File: config.mk
export PLATFORM = sky130hd
export DESIGN_NAME = imm_extend_pipe
export DESIGN_NICKNAME = d
export VERILOG_FILES = /design/src/rtl/imm_ext_pkg.sv /design/src/rtl/imm_ext_core.sv /design/src/rtl/imm_extend_pipe.sv
export SDC_FILE = /design/constraint.sdc
export NUM_CORES = 1
export LEC_CHECK = 0
export CORE_UTILIZATION = 52
export DETAILED_ROUTE_END_ITERATION = 10
export GPL_TIMING_DRIVEN = 0
export HOLD_SLACK_MARGIN = 0.02
export PLACE_DENSITY = 0.81
export SLEW_MARGIN = 0
export SYNTH_ARGS = -nofsm -noshare
export SYNTH_HDL_FRONTEND = slang
export SYNTH_HIERARCHICAL = 1
export SYNTH_SLANG_ARGS = --single-unit
export TNS_END_PERCENT = 10
File: constraint.sdc
create_clock -name clk -period 1.83 [get_ports clk]
set_input_delay 0.4575 -clock clk [delete_from_list [all_inputs] [get_ports clk]]
set_output_delay 0.4575 -clock clk [all_outputs]
set_load 0.005 [all_outputs]
File: src/rtl/imm_ext_pkg.sv
// Shared types and constants for the immediate extender pipeline stage.
package imm_ext_pkg;

  localparam int MODE_W = 2;

  typedef enum logic [MODE_W-1:0] {
    IMM_SIGN  = 2'd0,
    IMM_ZERO  = 2'd1,
    IMM_UPPER = 2'd2,
    IMM_BRSH  = 2'd3
  } imm_mode_t;

endpackage

File: src/rtl/imm_ext_core.sv
// Combinational immediate extension: sign, zero, upper or branch-shifted.
// Optional macro IMMEXT_BRANCH_SHIFT_EN enables the branch shift for mode 3.
module imm_ext_core
  import imm_ext_pkg::*;
#(
  parameter int IN_W  = 16,
  parameter int OUT_W = 32
) (
  input  logic [IN_W-1:0]   in_imm,
  input  logic [MODE_W-1:0] in_mode,
  output logic [OUT_W-1:0]  out_result
);

  logic [OUT_W-1:0] w_sign;
  logic [OUT_W-1:0] w_zero;
  logic [OUT_W-1:0] w_upper;

  assign w_sign  = {{(OUT_W-IN_W){in_imm[IN_W-1]}}, in_imm};
  assign w_zero  = {{(OUT_W-IN_W){1'b0}}, in_imm};
  assign w_upper = {in_imm, {(OUT_W-IN_W){1'b0}}};

  // Without the macro, mode 3 falls back to plain sign extension.
  always_comb begin
    out_result = w_sign;
    case (imm_mode_t'(in_mode))
      IMM_SIGN:  out_result = w_sign;
      IMM_ZERO:  out_result = w_zero;
      IMM_UPPER: out_result = w_upper;
`ifdef IMMEXT_BRANCH_SHIFT_EN
      IMM_BRSH:  out_result = w_sign << 2;
`else
      IMM_BRSH:  out_result = w_sign;
`endif
      default:   out_result = w_sign;
    endcase
  end

endmodule

File: src/rtl/imm_extend_pipe.sv
// Registered immediate extender with a two-entry skid buffer and flush.
// Optional macro IMMEXT_BRANCH_SHIFT_EN enables the branch-shift mode.
module imm_extend_pipe
  import imm_ext_pkg::*;
#(
  parameter int IN_W  = 16,
  parameter int OUT_W = 32,
  parameter int TAG_W = 5
) (
  input  logic              clk,
  input  logic              rst_n,
  input  logic              flush,
  input  logic              in_valid,
  output logic              in_ready,
  input  logic [IN_W-1:0]   in_imm,
  input  logic [MODE_W-1:0] in_mode,
  input  logic [TAG_W-1:0]  in_tag,
  output logic              out_valid,
  input  logic              out_ready,
  output logic [OUT_W-1:0]  out_data,
  output logic [TAG_W-1:0]  out_tag
);

  logic [OUT_W-1:0] w_extData;
  logic             w_accept;
  logic             w_mainFree;

  logic             r_mainValid;
  logic [OUT_W-1:0] r_mainData;
  logic [TAG_W-1:0] r_mainTag;
  logic             r_skidValid;
  logic [OUT_W-1:0] r_skidData;
  logic [TAG_W-1:0] r_skidTag;

  imm_ext_core #(
    .IN_W  (IN_W),
    .OUT_W (OUT_W)
  ) u_core (
    .in_imm     (in_imm),
    .in_mode    (in_mode),
    .out_result (w_extData)
  );

  // Ready comes only from the skid flag so out_ready never reaches in_ready.
  assign in_ready   = !r_skidValid;
  assign w_accept   = in_valid && in_ready;
  assign w_mainFree = !r_mainValid || out_ready;

  assign out_valid = r_mainValid;
  assign out_data  = r_mainData;
  assign out_tag   = r_mainTag;

  always_ff @(posedge clk or negedge rst_n) begin
    if (!rst_n) begin
      r_mainValid <= 1'b0;
      r_mainData  <= '0;
      r_mainTag   <= '0;
      r_skidValid <= 1'b0;
      r_skidData  <= '0;
      r_skidTag   <= '0;
    end else if (flush) begin
      r_mainValid <= 1'b0;
      r_skidValid <= 1'b0;
    end else if (w_mainFree) begin
      // Skid holds the older entry, so it refills main before any new input.
      if (r_skidValid) begin
        r_mainValid <= 1'b1;
        r_mainData  <= r_skidData;
        r_mainTag   <= r_skidTag;
        r_skidValid <= 1'b0;
      end else if (w_accept) begin
        r_mainValid <= 1'b1;
        r_mainData  <= w_extData;
        r_mainTag   <= in_tag;
      end else begin
        r_mainValid <= 1'b0;
      end
    end else if (w_accept) begin
      r_skidValid <= 1'b1;
      r_skidData  <= w_extData;
      r_skidTag   <= in_tag;
    end
  end

endmodule
==> qor.yml <==
status: "finished, final reports clean"
clk_pin_slew_worst_paths_ns: 0.08
die_area_um2: 7390
timing.slew.headroom_pct: 76.8
post-route-period-util_pct: 99.3
syn_nets: 296
seq_area_frac_synth_pct: 51.9
route.detailed.drc: 0
coreArea_um2: 6790
syn2layout_area_growth_pct: 34.6
ff2ff_setup_slack_ns: 0.11
routed_via_density: 5.18
fin_cells: 458
place_inst: 429
drive_gt1_share_pct: 48.1
period_needed_ns: 1.82
synthesis.area_um2: 3670
setup_viol: 0
critPathArrivalTime_ns: 2.05
maxCapViolCount: 0
htree_num_levels: 3
worstSetupStartpointType: "input port"
antenna_left: 0
power_density_nw_per_um2: 959
io_pins: 67
synthDistinctLibCells: 22
antenna_found_initial: 0
cts_buffers: 9
clk_path_buf_depth: 2
post-place-ws_ns: -0.661
wl_per_cell_um: 16.9
worstSetupEndpointType: "flip-flop"
cts_sinks: 76
tightest_slew_ns: 0.349
worst_slack_ns: 0.0129
grt_overflow: 0
place_congestion: 0.759
r2r_start: "r_skidValid"
fin_tns_setup_ns: 0
grt_pass1_vias: 2332
crit_chain: "dlygate4sd2_1 -> inv_1 -> ha_1 -> buf_4 -> buf_2 -> a21oi_2 -> mux2_2 -> mux2_2"
antenna_cells: 0
cts-root-buf: "clkbuf_8"
p_total_mw: 4.74
drt_iter0_markers: 101
dpl.hpwl_um: 5090
worstHoldPathType: "input port to flip-flop"
grt_max_degree: 54
insertion_delay_ns: 0.35
synth_warnings: 6
synth_seq_cells: 76
first_pass_iters: 4
rsz0062_at_grt: "false"
yosysTopAreaCell: "dfrtp_1"
die_h_um: 86.0
syn_inst: 266
crit_end: "out_data[18]"
grt_usage_pct: 21.9
synth_top_area_share_pct: 51.9
die_w_um: 86.0
required_ns: 2.07
critPathMaxFanout: 10
cts_tree: "built"
worst_ir_drop_vdd_v: 0.000740
finalHoldViolCount: 0
grt_pass1_wl_um: 12100
final_nets: 387
initial_core_util_pct: 54.0
finClkSkew_ns: 0.00556
fin_hold_ws_ns: 0.460
io_buffers: 66
syn_avg_cell_area_um2: 13.8
max_stage_delay_ns: 0.29
max_freq_mhz: 550
rr_worst_depth: 5
row_count: 30
drv_slew: 0
worst-setup-path-type: "input port to flip-flop"
leakage_nw: 2.16
min_from: "out_ready"
num_vias: 2374
slowest_stage: "buf_2"
worstSetupStartpoint: "in_mode[1]"
synthTopCellsByArea: "dfrtp_1, mux2_2, nor2b_1"
r2r-end: "r_skidData[18]"
drt-total-wl_um: 7740
critPathMostFrequentCell: "mux2_2"
==> synthesized netlist by cell type (all sizes together) <==
library cell / instances
a21oi: 16
buf: 15
clkbuf: 2
dfrtp: 76
ha: 2
inv: 3
mux2: 111
nand2: 16
nand2b: 1
nor2: 3
nor2b: 17
nor3: 2
nor3b: 1
nor4b: 1
==> metrics by stage <==
stage	utilization [%]	area, um^2
2_1_floorplan	-	3670
3_3_place_gp	65.5	4450
3_5_place_dp	65.8	4470
4_1_cts	71.0	4820
5_1_grt	72.7	4940
6_report	72.7	4940
==> power by group <==
group	internal [mW]	switching [mW]	total (mW)	leakage [nW]
registers	2.03	0.166	2.19	0.971
logic	0.728	0.367	1.09	1.08
clock network	0.802	0.646	1.45	0.105
total	3.56	1.18	4.74	2.16
==> metal layers <==
layer	global-route usage [%]	share of wire, %	vias up	routed length [um]
met5	0	0	-	0
met4	7.27	1.5	0	113
met3	5.20	3.2	10	246
met2	32.4	46	54	3560
met1	31.7	49	1190	3820
li1	-	-	1120	-
==> cells in the final DEF (no fill, tap or decap) <==
master           synthesis  final
buf_12                   0      1
clkdlybuf4s50_1          0     61
nor3_4                   1      1
a21oi_1                  6      6
nor2b_1                 17     17
dfrtp_1                 76     76
nand2_2                  1      1
nand2b_4                 0      1
ha_4                     0      1
buf_2                    4      2
buf_8                    0      4
mux2_2                 110    110
mux2_1                   1      1
inv_1                    3      2
buf_6                    5      6
nand2_1                 15     15
clkbuf_8                 0     10
nor2_4                   1      1
a21oi_2                 10     10
nor3_1                   1      1
buf_4                    6     11
dlymetal6s2s_1           0      1
clkbuf_2                 1      2
nor3b_1                  1      1
bufinv_16                0      2
clkbuf_4                 0      1
buf_16                   0      1
ha_1                     2      1
dlygate4sd3_1            0      1
dlygate4sd2_1            0      3
clkinv_2                 0      1
nor2_1                   2      2
inv_2                    0      1
clkinvlp_4               0      3
nor4b_4                  0      1
clkbuf_16                0      3
==> worst min-delay path by stage <==
stage / end / slack [ns] / depth (start not counted)
after floorplan: out_data[0] / 0.16 / 0
after global placement: out_data[22] / 0.48 / 1
after detailed placement: r_skidData[6] / 0.38 / 1
after CTS: r_skidData[30] / 0.51 / 1
after global routing: r_skidValid / 0.46 / 3
final: r_skidValid / 0.46 / 3
==> cell families (layout without fill, tap and decap cells) <==
kind of cell	after synthesis	after routing	synth area share, %
compound gates	16	16	3.21
mux	111	111	34.1
buf+inv	20	116	3.85
flops	76	76	51.9
simple gates	41	41	6.31
fa+ha+maj	2	2	0.682
==> sequential cells by signal (all words and copies together) (netlist names) <==
signal / cells
out_data: 32
out_valid: 1
r_skidData: 32
r_skidTag: 5
r_skidValid: 1
out_tag: 5
==> layout make-up <==
type	instances	area (um^2)
flip-flops and latches	76	1900
plain buffers	17	166
well taps	96	120
repair buffers	80	853
clock buffers	10	138
inverters	3	11.3
multi-input cells	170	1660
fillers	454	1860
clock inverters	6	87.6
==> worst max-delay path, delay by kind of cell <==
family                   cells  cell delay (ns)
adder cells (fa/ha/maj)      1             0.14
AO/OA/AOI/OAI                1             0.08
buffers and inverters        4             0.80
multiplexers                 2             0.56
==> what timing repair did <==
| action | in CTS | in global routing |
|---|---|---|
| gates cloned | 1 | 3 |
| resized for setup | 12 | 11 |
| buffers inserted | 8 | 0 |
| setup endpoints to repair | 75 | 41 |
| endpoints found under the hold margin | 23 | 0 |
| pin swaps | 3 | 1 |
| hold buffers | 1 | 0 |
Power figures use the tool's default switching activity.
